--- src/rtl/wb_soc_regbank.sv ---
// Wishbone classic control/status slave: N_REGS config words, IRQ pending (W1C) and mask, one irq line.
// Latency: request sampled at edge N, ACK or ERR held for exactly cycle N+1 (one wait state).
// Backpressure: a new request is only taken once ack_q/err_q have cleared, so at most one access per 2 cycles.
module wb_soc_regbank #(
    parameter int N_REGS = 4,
    parameter int N_IRQ  = 4
) (
    input  logic                  p_clk,
    input  logic                  p_reset,
    input  logic [N_IRQ-1:0]      raise_irq,
    output logic                  irq,
    output logic [32*N_REGS-1:0]  module_register,
    output logic [N_REGS-1:0]     initialized,
    output logic [N_REGS-1:0]     written,
    input  logic [31:0]           p_wb_DAT_I,
    output logic [31:0]           p_wb_DAT_O,
    input  logic [31:0]           p_wb_ADR_I,
    input  logic [3:0]            p_wb_SEL_I,
    input  logic                  p_wb_CYC_I,
    input  logic                  p_wb_STB_I,
    input  logic                  p_wb_WE_I,
    input  logic                  p_wb_LOCK_I,
    output logic                  p_wb_ACK_O,
    output logic                  p_wb_ERR_O,
    output logic                  p_wb_RTY_O
);
    localparam int PEND_IDX = N_REGS;
    localparam int MASK_IDX = N_REGS + 1;

    logic [31:0]       regs [N_REGS];
    logic [N_IRQ-1:0]  pending;
    logic [N_IRQ-1:0]  mask;
    logic              ack_q;
    logic              err_q;
    logic [31:0]       dat_q;

    logic [29:0]       idx;
    logic              req;
    logic              valid;
    logic              acc;
    logic              wr;
    logic              bad;
    logic [31:0]       bmask;
    logic [31:0]       wbits;
    logic [N_REGS-1:0] reg_we;
    logic [N_IRQ-1:0]  w1c;
    logic [N_IRQ-1:0]  pend_nxt;
    logic [N_IRQ-1:0]  mask_nxt;
    logic [31:0]       rdata;
    logic              unused_ok;

    assign idx   = p_wb_ADR_I[31:2];
    assign req   = p_wb_CYC_I & p_wb_STB_I & ~ack_q & ~err_q;
    assign valid = idx < 30'(N_REGS + 2);
    assign acc   = req & valid;
    assign wr    = acc & p_wb_WE_I;
    assign bad   = req & ~valid;
    assign bmask = {{8{p_wb_SEL_I[3]}}, {8{p_wb_SEL_I[2]}}, {8{p_wb_SEL_I[1]}}, {8{p_wb_SEL_I[0]}}};
    assign wbits = p_wb_DAT_I & bmask;

    always_comb begin
        reg_we = '0;
        rdata  = '0;
        for (int i = 0; i < N_REGS; i++) begin
            if (idx == 30'(i)) begin
                reg_we[i] = wr;
                rdata     = regs[i];
            end
        end
        if (idx == 30'(PEND_IDX)) rdata[N_IRQ-1:0] = pending;
        if (idx == 30'(MASK_IDX)) rdata[N_IRQ-1:0] = mask;

        w1c      = (wr && idx == 30'(PEND_IDX)) ? wbits[N_IRQ-1:0] : '0;
        // A fresh request on the same edge beats the software clear
        pend_nxt = (pending & ~w1c) | raise_irq;
        mask_nxt = mask;
        if (wr && idx == 30'(MASK_IDX))
            mask_nxt = (mask & ~bmask[N_IRQ-1:0]) | wbits[N_IRQ-1:0];
    end

    always_ff @(posedge p_clk) begin
        if (p_reset) begin
            for (int i = 0; i < N_REGS; i++) regs[i] <= '0;
            pending     <= '0;
            mask        <= '0;
            ack_q       <= 1'b0;
            err_q       <= 1'b0;
            dat_q       <= '0;
            irq         <= 1'b0;
            initialized <= '0;
            written     <= '0;
        end else begin
            for (int i = 0; i < N_REGS; i++) begin
                if (reg_we[i]) regs[i] <= (regs[i] & ~bmask) | wbits;
            end
            ack_q       <= acc;
            err_q       <= bad;
            dat_q       <= (acc && !p_wb_WE_I) ? rdata : '0;
            pending     <= pend_nxt;
            mask        <= mask_nxt;
            irq         <= |(pend_nxt & mask_nxt);
            initialized <= initialized | reg_we;
            written     <= reg_we;
        end
    end

    for (genvar g = 0; g < N_REGS; g++) begin : g_out
        assign module_register[32*g +: 32] = regs[g];
    end

    // Gating with CYC&STB hides a termination from a master that already walked away
    assign p_wb_ACK_O = ack_q & p_wb_CYC_I & p_wb_STB_I;
    assign p_wb_ERR_O = err_q & p_wb_CYC_I & p_wb_STB_I;
    assign p_wb_RTY_O = 1'b0;
    assign p_wb_DAT_O = dat_q;

    assign unused_ok = ^{p_wb_LOCK_I, p_wb_ADR_I[1:0], wbits, bmask};
endmodule

--- config.mk ---
export PLATFORM = sky130hd
export DESIGN_NAME = wb_soc_regbank
export DESIGN_NICKNAME = d
export VERILOG_FILES = /design/src/rtl/wb_soc_regbank.sv
export SDC_FILE = /design/constraint.sdc
export NUM_CORES = 1
export LEC_CHECK = 0
export BUFFER_PORTS_ARGS = -buffer_cell sky130_fd_sc_hd__buf_2
export CAP_MARGIN = 5
export CORE_AREA = 2 2 158 160
export DETAILED_ROUTE_END_ITERATION = 10
export DIE_AREA = 0 0 160 162
export SETUP_SLACK_MARGIN = 0.15
export SYNTH_ARGS = -nofsm -noshare
export SYNTH_HDL_FRONTEND = slang
export SYNTH_SLANG_ARGS = --single-unit
--- constraint.sdc ---
create_clock -name p_clk -period 2.77 [get_ports p_clk]
set_input_delay 0 -clock p_clk [delete_from_list [all_inputs] [get_ports p_clk]]
set_output_delay 0 -clock p_clk [all_outputs]
set_load 0.02 [all_outputs]
Word-level counts from Yosys, hierarchy flattened
Memories as Yosys holds them, arrays and structs flattened.
Cells that the tools add are included.

operators by class
  order comparisons = 1
  equality and inequality tests = 5
  mux-type cells = 30
  bitwise gates (word level) = 36
  reductions and logical operators = 7

operators by type and width
  kind                 count
  $mux 32              8
  $and 32x32->32       5
  $or 32x32->32        4
  $eq 30x2->1 const B  2
  $eq 30x3->1 const B  2
  $not 32->32          1
  $eq 30x1->1 const B  1
  $logic_not 30->1     1
  $lt 30x3->1 const B  1
  $mux 1               18
  $mux 4               4
  $and 4x4->4          3
  $or 4x4->4           3
  $and 1x1->1          10
  $not 4->4            2
  $not 1->1            4
  $or 1x1->1           4
  $reduce_or 4->1      1
  $logic_and 1x1->1    3
  $reduce_or 2->1      1
  $logic_not 1->1      1

storage, ports and cells
  register bits = 51
  bits in writable memories = 128
  input port bits = 78
  output and inout port bits = 172
  word-level logic and storage cells = 88
  memories = 1

memory list
  memory  words  width  rd ports  clocked after memory_dff  write ports  line  source
  regs    4      32     4         0                         4            30    logic [31:0] regs [N_REGS];

Depth between registers and ports, before layout
Gate-level depths: netlist (run 1).

  depth after elaboration = 12
  mapped depth = 8

Worst setup path before layout (run 1)
Ideal clock, no wire load.

  path kind = reg2reg
  start = reg ack_q
  end = mem regs[0][0], enable pin
  arrival time = 2.611 ns
  setup slack = -0.269 ns
  stages on the path, launching flop included = 5
  buffers on the path = 0
  cell sequence = dfxtp_1 > nor4bb_1 > and2_0 > nand3b_1 > o21bai_1

RTL lines
  what                    line  source
  start, declared         33    logic ack_q;
  start signal, assigned  86    ack_q <= 1'b0;
  start signal, assigned  96    ack_q <= acc;
  end, declared           30

Worst setup path in the final report (run 1)
  start = reg ack_q
  end = reg pending[3]

between the ends
  cells in the longest elaborated chain, start to end = 10

RTL lines
  what                       line  source
  $not 1->1                  53    assign req = p_wb_CYC_I & p_wb_STB_I & ~ack_q & ~err_q;
  $and 1x1->1 (2 in series)  53
  $and 1x1->1                55    assign acc = req & valid;
  $and 1x1->1                56    assign wr = acc & p_wb_WE_I;
  $logic_and 1x1->1          73    w1c = (wr && idx == 30'(PEND_IDX)) ? wbits[N_IRQ-1:0] : '0;
  $mux 4                     73
  $not 4->4                  75    pend_nxt = (pending & ~w1c) | raise_irq;
  $and 4x4->4                75
  $or 4x4->4                 75
  end signal, assigned       99    pending <= pend_nxt;
  end, declared              31    logic [N_IRQ-1:0] pending;

No other way between the ends.
A chain may end at the register's enable or synchronous reset.

==> reports/results.tsv, run 1 <==
metric	value	unit
final hold vios	0	
Synth cell types	43	
Final WS setup	0.390	ns
Pwr Total	6.13	mW
area post-placement	10000	µm²
crit-path max cell delay	0.56	ns
crit path time final	2.38	ns
Mapped Avg Cell Area	10.9	µm²
Synth Instances	764	
ratio of final minimum period to clock period	85.9	%
achievable frequency	0.420	GHz
initial antenna violation count	2	
largest net degree at the start of global routing	43	
post-cts resize count	0	
outcome	completed	
Die ar.	25900	µm²
root buf cell	clkbuf_16	
max_cap viols	0	
chip height	162	µm
IO buf count	245	
DR pass1 iterations	6	
kind of critical path	reg2reg	
post-place setup slack	0.310	ns
starting density of the core	34.5	%
nets@finish	1112	
first-pass GRT wire length	39500	µm
Worst-path clk slew	0.07	ns
GRT overflow	0	
vias in the first global route	6718	
RSZ-0062 raised after global routing	no	
Area Overhead vs Synth	31.8	%
Critical Path Fanout Max	4	
Final ANT Viol Nets	0	
Pwr Density	559	nW/µm²
layout cells sized above 1	33.9	%
Arr. time, crit path	2.69	ns
Post-route DRC	0	
clock sinks	179	
synthesized area	8320	µm²
Iter 0 DRT Violations	436	
total wire length	26100	µm
Die Width	160	µm
Final TNS setup	0	ns
Clock Tree Buf Depth	2	
Post-synth top flop	edfxtp_1	
synthesis-stage register bit count	179	
routability cong.	0.777	
Synth async-reset ratio	0	%
CP max stage cell	dlygate4sd3_1	
setup violators final	0	
Worst-Skew Late Latency	0.42	ns
EDFF count, synth	128	
H-tree lvl count	4	
CTS tree	done	
GRT Util Overall	19.8	%
worst clock skew	0.00726	ns
sequential element share of the synthesized area	58.4	%
count of pins over their slew limit	0	
Hold Path Class	in2reg	
I/O Pins	250	
Leak	4.40	nW
Core ar.	24100	µm²
worst vdd ir	0.000317	V
Synth Net Count	842	
Inserted Clock Buffers	17	
Rel. slew slack	60.0	%
critical path endpoint category	register	
Vias	6835	
Startpoint Class	register	
Detailed Place HPWL	17200	µm
average wire per standard cell	19.0	µm
crit path cell chain	nor4bb_1, buf_4, nand3b_1, nor4_2, nand3_1, a21o_1, nor2b_1, dlygate4sd3_1	
final cell area excluding filler cells	11000	µm²
Layout Utilization	45.5	%
Critical Path RT	3.09	ns
site row count	57	
synth warn	0	
Via density	4.98	
worst slew pin tran	0.595	ns
-- final timing paths --
check                 start             end  slack (ns)  cells after the start
min reg2reg  initialized[2]  initialized[2]        0.45                      2
min          p_wb_DAT_I[18]     regs[0][18]        0.01                      3
max                   ack_q      pending[3]        0.39                      8
max reg2reg           ack_q      pending[3]        0.39                      8
-- cell usage in the layout, fill, tap and decap left out, types with 3 or more instances in the layout --
cell,instances
nand3b_1,6
a21oi_1,102
mux2_2,6
a22oi_1,26
and3_1,5
inv_2,4
dfxtp_1,51
bufinv_16,3
edfxtp_1,128
clkbuf_16,17
nand2_1,66
mux2i_1,30
a21oi_2,28
nor3_1,4
o21ai_0,32
buf_4,22
nor2b_1,6
nand4_1,3
nor4_1,8
inv_8,3
nand2b_1,130
nand3_1,4
dlygate4sd3_1,33
inv_1,5
buf_2,245
a222oi_1,4
buf_12,6
inv_6,4
nor2_1,34
-- worst max-delay path: cells and delay by family (launching register included) --
family	cells	cell delay, ns
buffers and inverters	2	0.74
AND/OR/NAND/NOR	5	1.02
flip-flops	1	0.32
AO/OA/AOI/OAI	1	0.20
-- state kept, by name, indices dropped and copies added, names as in the netlist --
| register | count |
|---|---|
| err_q | 1 |
| ack_q | 1 |
| p_wb_DAT_O | 32 |
| mask | 4 |
| regs | 128 |
| written | 4 |
| pending | 4 |
| irq | 1 |
| initialized | 4 |
-- metal layers --
metal | vias up | GRT usage (%) | routed length [µm]
met5 | - | 0 | 0
met4 | 0 | 4.42 | 267
met3 | 19 | 4.42 | 1810
met2 | 268 | 33.1 | 12500
met1 | 3279 | 26.5 | 11500
li1 | 3269 | - | -
-- layout make-up --
| cell class | count | area (µm²) |
|---|---|---|
| Multi-Input combinational cell | 521 | 3210 |
| Sequential cell | 179 | 4860 |
| Clock inverter | 15 | 193 |
| Clock buffer | 17 | 425 |
| Antenna cell | 2 | 5.00 |
| Inverter | 9 | 33.8 |
| Tap cell | 324 | 405 |
| Fill cell | 2339 | 13100 |
| Timing Repair Buffer | 306 | 1840 |
-- synthesized netlist by cell type (2+ instances only) --
cell type	instances	share of area, %
nor4_2	2	0.30
buf_1	2	0.090
mux2i_1	30	3.6
a21o_1	3	0.27
inv_1	5	0.23
nand3b_1	6	0.54
and3_1	6	0.45
nand3_1	4	0.24
nand2_1	66	3.0
a21oi_1	102	6.1
o21ai_0	32	1.9
nand4_1	3	0.23
a22oi_1	26	2.3
a222oi_1	4	0.48
nand2b_1	132	9.9
mux4_2	2	0.54
a21oi_2	28	2.9
mux2_2	6	0.81
buf_6	3	0.41
nor4_1	8	0.60
dfxtp_1	51	12
o21ai_1	2	0.12
inv_2	4	0.18
buf_2	12	0.72
edfxtp_1	128	46
nor2b_1	7	0.53
nor3_1	4	0.24
a211oi_1	2	0.18
nor2_1	34	1.5
clkbuf_1	37	1.7
-- logic make-up (layout without fill, tap and decap cells) --
group	Yosys count	after routing	synth area share (%)
muxes	38	38	4.96
other	1	3	0.0450
DFF	179	179	58.4
and+or+nand+nor	279	279	18.4
buffers and inverters	64	347	3.38
AOI/OAI and AO/OA	203	203	14.8
-- what timing repair did --
item,CTS,global route
hold buffers,33,0
setup buffers,0,0
setup endpoints to repair,0,0
hold endpoints to repair,66,0
-- metrics by stage --
step | hold slack, ns | cells
after floorplan | 0.176 | 764
after global placement | 0.316 | 1306
after detailed placement | 0.327 | 1306
after CTS | 0.00101 | 1371
after global routing | 0.0198 | 1372
final | 0.0142 | 1373
-- power by group --
part	switching, mW	total (mW)	internal (mW)	leakage (nW)
registers	0.0601	2.99	2.93	1.73
clock network	1.12	2.58	1.45	0.302
logic	0.344	0.568	0.224	2.36
total	1.53	6.13	4.60	4.40
Note: power is estimated with default switching activity, not from simulation.
==> run 2, diff against run 1 <==
==> constraint.sdc (replaced) <==
create_clock -name p_clk -period 2.95 [get_ports p_clk]
set_input_delay 0 -clock p_clk [delete_from_list [all_inputs] [get_ports p_clk]]
set_output_delay 0 -clock p_clk [all_outputs]
set_load 0.02 [all_outputs]
==> run 2 against run 1 <==
  * Via count grew 0.15%
  * Sequential share of layout area grew 0.74 points
  * Critical endpoint unchanged
  * Clock skew grew 0.0029 ns
  * Register-to-register slack gained 0.11 ns
  * Sequential power shrank 6%
  * Core utilization shrank 0.75 points
  * Clock power shrank 16%
  * Clock-buffer cell count is the same
==> reports/results.tsv, run 2 (synthesis results as in run 1) <==
metric	value	unit	change
hold_ws	0.0129	ns	-0.00134 ns
Inserted Clock Buffers	17		unchanged
critical path endpoint category	register		
max reg flops	128		unchanged
CTS tree	done		
cell count after placement	1303		-0.23%
Startpoint Class	register		
worst clock skew	0.0102	ns	+0.00292 ns
worst slew pin tran	0.871	ns	+0.276 ns
Seq pwr share	51.0	%	+2.3 points
Detailed Place HPWL	17100	µm	-0.46%
Vias	6845		+0.15%
Clock Tree Buf Depth	2		unchanged
top sig layer	met4		
Critical Path RT	3.26	ns	+0.17 ns
post-place setup slack	0.407	ns	+0.0974 ns
crit path time final	2.45	ns	+0.0674 ns
crit path cell chain	nor4bb_2, nand3b_1, nor4_2, nand3_1, a21o_1, nor2b_1, dlygate4sd3_1		
Largest Register	regs		
DR pass1 iterations	6		unchanged
max_cap viols	0		unchanged
Worst-Skew Late Latency	0.42	ns	about the same
final hold vios	0		unchanged
worst vdd ir	0.000274	V	-14%
Final TNS setup	0	ns	unchanged
Pwr Density	510	nW/µm²	-8.7%
Post-route DRC	0		unchanged
NetSw	1.45	mW	-5.2%
Die ar.	25900	µm²	unchanged
Area Overhead vs Synth	29.7	%	
I/O Pins	250		unchanged
area post-placement	9940	µm²	-0.85%
IO buf count	245		unchanged
Iter 0 DRT Violations	515		+18%
Clock power frac	39.6	%	-2.4 points
M1 wire length	11700	µm	+2.2%
total wire length	26200	µm	+0.28%
number of diodes	0		-2
H-tree lvl count	4		unchanged
Routed met2 length	12400	µm	-1.3%
Hold Path Class	in2reg		
crit-path max cell delay	0.56	ns	about the same
CP max stage cell	dlygate4sd3_1		
Rel. slew slack	41.9	%	-18 points
layout cells sized above 1	34.0	%	+0.099 points
Via density	5.01		+0.73%
most common library cell in the layout ignoring fill and taps	buf_2		
root buf cell	clkbuf_16		
Final ANT Viol Nets	0		unchanged
Core ar.	24100	µm²	unchanged
Comb power frac	9.4	%	about the same
metal3 WL	1670	µm	-7.9%
first-pass GRT wire length	39700	µm	+0.51%
largest net degree at the start of global routing	43		unchanged
clock sinks	179		unchanged
FILL cells	2358		+0.81%
most frequent cells in the layout	buf_2, nand2b_1, edfxtp_1, a21oi_1, nand2_1		
routability cong.	0.761		-2.1%
outcome	completed		
final cell count without fillers	1365		-0.58%
kind of critical path	reg2reg		
Critical Path Fanout Max	4		unchanged
site row count	57		unchanged
count of pins over their slew limit	0		unchanged
P_int	4.06	mW	-12%
final cell area excluding filler cells	10800	µm²	-1.6%
vias in the first global route	6682		-0.54%
Arr. time, crit path	2.76	ns	+0.07 ns
starting density of the core	34.5	%	unchanged
nets@finish	1106		-0.54%
Leak	4.31	nW	-2.0%
achievable frequency	0.409	GHz	-2.8%
Worst-path clk slew	0.08	ns	about the same
Sw Share	26.3	%	+1.4 points
chip height	162	µm	unchanged
Die Width	160	µm	unchanged
GRT Util Overall	19.9	%	+0.060 points
setup violators final	0		unchanged
average wire per standard cell	19.2	µm	+0.87%
ratio of final minimum period to clock period	83.0	%	-3.0 points
initial antenna violation count	1		-1
RSZ-0062 raised after global routing	no		
GRT overflow	0		unchanged
Final WS setup	0.503	ns	+0.113 ns
[run 2: worst paths after layout]
check                      start        endpoint  slack (ns)  cells after the start
setup / recovery           ack_q      pending[3]        0.50                      7
setup reg to reg           ack_q      pending[3]        0.50                      7
hold reg to reg   initialized[2]  initialized[2]        0.45                      2
hold / removal    p_wb_DAT_I[25]     regs[0][25]        0.01                      3
[run 2: layout make-up]
type,count,area [µm²],area share (%)
clock buffer,17,425,3.94
clock inverter,15,126,1.17
inverter,9,33.8,0.313
multi-input combinational,521,3210,29.8
sequential,179,4860,45.1
tap,324,405,3.76
timing repair buffer,300,1730,16.0
[run 2: power groups by stage]
stage               Sequential (mW)  Combinational, mW  Clock (mW)
finish                         2.81              0.520        2.18
global route                   2.82              0.561        2.32
CTS                            2.81              0.524        2.23
detailed placement             2.86              0.492           0
global placement               2.86              0.488           0
floorplan                      2.93              0.207           0
[run 2: critical path: cells and delay by family (launching register included)]
kind	cells	cell delay, ns
DFF	1	0.32
and+or+nand+nor	5	1.26
buffers and inverters	1	0.56
AOI/OAI and AO/OA	1	0.20
[run 2: what timing repair did]
action,in CTS,in global routing
hold buffers,30,0
setup buffers,0,0
resized for setup,0,1
endpoints found under the setup margin,0,1
hold endpoints to repair,54,0
[run 2: per-stage QoR]
stage | utilization, % | total power [mW]
floorplan | - | 3.14
global placement | 41.2 | 3.35
detailed placement | 41.2 | 3.35
CTS | 44.8 | 5.56
global route | 44.8 | 5.69
finish | 44.8 | 5.51
[run 2: per-layer routing]
metal,global-route usage (%),vias to the layer above
met5,0,-
met4,5.49,0
met3,4.65,25
met2,32.3,253
met1,26.8,3315
li1,-,3252
==> run 3, diff against run 2 <==
--- a/config.mk
+++ b/config.mk
@@ -5,6 +5,7 @@
 export SDC_FILE = /design/constraint.sdc
 export NUM_CORES = 1
 export LEC_CHECK = 0
+export ABC_AREA = 1
 export BUFFER_PORTS_ARGS = -buffer_cell sky130_fd_sc_hd__buf_2
 export CAP_MARGIN = 5
 export CORE_AREA = 2 2 158 160
==> constraint.sdc (replaced) <==
create_clock -name p_clk -period 2.1 [get_ports p_clk]
set_input_delay 0 -clock p_clk [delete_from_list [all_inputs] [get_ports p_clk]]
set_output_delay 0 -clock p_clk [all_outputs]
set_load 0.02 [all_outputs]
==> run 3 against run 2 <==
  * Sequential share of layout area is 0.31 points lower
  * Combinational power is 45% higher
  * Critical path depth stayed put
  * Clock power is 57% higher
  * Largest power group unchanged
==> reports/results.tsv, run 3 <==
metric	value	unit	change
Pwr Density	753	nW/µm²	+48%
Core ar.	24100	µm²	unchanged
Arr. time, crit path	1.94	ns	-0.82 ns
final hold vios	0		unchanged
average wire per standard cell	17.8	µm	-7.1%
CTS tree	done		
reg2reg end	regs[2][15]		
max_cap viols	0		unchanged
sequential element share of the synthesized area	58.4	%	about the same
Synth area leaders	edfxtp_1, dfxtp_1, a21oi_1		
final cell count without fillers	1507		+10%
RSZ-0062 raised after global routing	yes		
post-place setup slack	0.129	ns	-0.278 ns
Die Width	160	µm	unchanged
Final WS setup	0.271	ns	-0.232 ns
Vias	7537		+10%
Largest Register	regs		
most common library cell in the layout ignoring fill and taps	buf_2		
Mapped Avg Cell Area	9.05	µm²	-17%
chip height	162	µm	unchanged
hold path start	p_wb_DAT_I[23]		
layout cells sized above 1	31.0	%	-3.0 points
critical path endpoint category	register		
Die ar.	25900	µm²	unchanged
cell taking the most area after synthesis	edfxtp_1		
count of pins over their slew limit	0		unchanged
max reg flops	128		unchanged
Post-synth top cells	a21oi_1, nor2_1, edfxtp_1		
Detailed Place HPWL	18300	µm	+7.1%
ratio of final minimum period to clock period	87.1	%	+4.1 points
setup violators final	0		unchanged
kind of critical path	reg2reg		
routability cong.	0.794		+4.3%
Iter 0 DRT Violations	476		-7.6%
site row count	57		unchanged
Critical Path RT	2.21	ns	-1.05 ns
Startpoint Class	register		
Worst-Skew Late Latency	0.42	ns	about the same
Area Overhead vs Synth	30.5	%	
H-tree lvl count	4		unchanged
CP Capture Point	regs[2][15]		
Critical Path Fanout Max	32		+28
DR pass1 iterations	5		-1
Pwr Total	8.18	mW	+49%
synth warn	0		unchanged
Synth cell types	29		-33%
Inserted Clock Buffers	17		unchanged
GRT Util Overall	20.5	%	+0.65 points
achievable frequency	0.547	GHz	+34%
clock sinks	179		unchanged
cell count after placement	1463		+12%
starting density of the core	34.6	%	about the same
synthesized area	8330	µm²	about the same
Leak	4.67	nW	+8.4%
Synth Net Count	998		+19%
Post-synth top flop	edfxtp_1		
Hold Path Class	in2reg		
Post-route DRC	0		unchanged
vias in the first global route	7368		+10%
FF-to-FF setup slack	0.27	ns	-0.23 ns
total wire length	26800	µm	+2.5%
GRT overflow	0		unchanged
hold_ws	0.0461	ns	+0.0332 ns
worst vdd ir	0.000373	V	+36%
worst clock skew	0.00896	ns	-0.00121 ns
largest net degree at the start of global routing	49		+14%
outcome	completed		
most frequent cells in the layout	buf_2, a21oi_1, nor2_1, edfxtp_1, nand2_1		
Via density	5.00		-0.27%
top-count cell post-synth	a21oi_1		
Clock Tree Buf Depth	2		unchanged
FILL cells	2448		+3.8%
crit path time final	1.83	ns	-0.618 ns
Synth Instances	920		+20%
register area	4860	µm²	unchanged
crit path from	err_q		
I/O Pins	250		unchanged
nets@finish	1247		+13%
share of the synthesized area in the top cell type	46.1	%	about the same
Worst-path clk slew	0.07	ns	about the same
synthesis-stage register bit count	179		unchanged
Multi-input gate area	3020	µm²	-6.0%
first-pass GRT wire length	41400	µm	+4.4%
initial antenna violation count	1		unchanged
root buf cell	clkbuf_16		
Reg2Reg Launch Point	err_q		
cell count of the worst reg-to-reg path	7		unchanged
Final ANT Viol Nets	0		unchanged
worst hold stages	5		+2
Synth async-reset ratio	0	%	unchanged
IO buf count	245		unchanged
EDFF count, synth	128		unchanged
Final TNS setup	0	ns	unchanged
## run 3: cell count changes in the layout (fill, tap and decap cells not counted), sizes merged, moves of 35 or more
cell and delta:
inv +50, nand2b -132, o21ai +35, a21oi +46
nor2 +131, nand3 +68
## run 3: repair_timing
item	4_1_cts	5_1_grt
endpoints found under the setup margin	1	45
hold buffers	10	0
endpoints found under the hold margin	14	0
resized for setup	0	4
buffers inserted	1	0
pin swaps	0	2
## run 3: stage by stage
step,area [µm²],util (%)
global placement,10100,42.0
detailed placement,10100,42.0
global route,10900,45.1
CTS,10900,45.0
floorplan,8390,-
finish,10900,45.1
## run 3: final cells by class
type | instances | area share, %
well taps | 324 | 3.73
clock buffers | 17 | 3.91
flip-flops and latches | 179 | 44.8
clock inverters | 15 | 1.84
repair buffers | 292 | 15.8
multi-input cells | 618 | 27.8
diodes | 1 | 0.0230
inverters | 61 | 2.13
## run 3: worst min path at each step
| stage | end | slack (ns) |
|---|---|---|
| finish | regs[2][23] | 0.05 |
| global route | regs[1][28] | 0.05 |
| global placement | pending[1] | 0.28 |
| floorplan | pending[0] | 0.15 |
| CTS | regs[2][23] | 0.02 |
| detailed placement | pending[1] | 0.28 |
## run 3: kinds of logic after synthesis
logic type | share of synthesized area [%]
other | 0.0450
buffers and inverters | 6.38
flip-flops | 58.4
AND/OR/NAND/NOR | 20.1
AO/OA/AOI/OAI | 15.1
## run 3: per-layer routing
layer	vias up	GRT usage, %	share of wire [%]
met2	309	34.8	48
met5	-	0	0
li1	3677	-	-
met1	3516	26.4	42
met4	0	6.22	1.8
met3	35	4.67	7.6
## run 3: worst max-delay path, cell delays in order, from the launching register on
cell     delay (ns)
dfxtp_1        0.32
nor3_2         0.23
nand2_1        0.07
nor3_1         0.18
buf_4          0.15
inv_1          0.12
o21ai_4        0.17
buf_12         0.26
## run 3: report_power, final
group / total (mW) / internal (mW) / switching, mW
logic: 0.752 / 0.254 / 0.498
clock network: 3.43 / 1.92 / 1.51
registers: 4.00 / 3.90 / 0.105
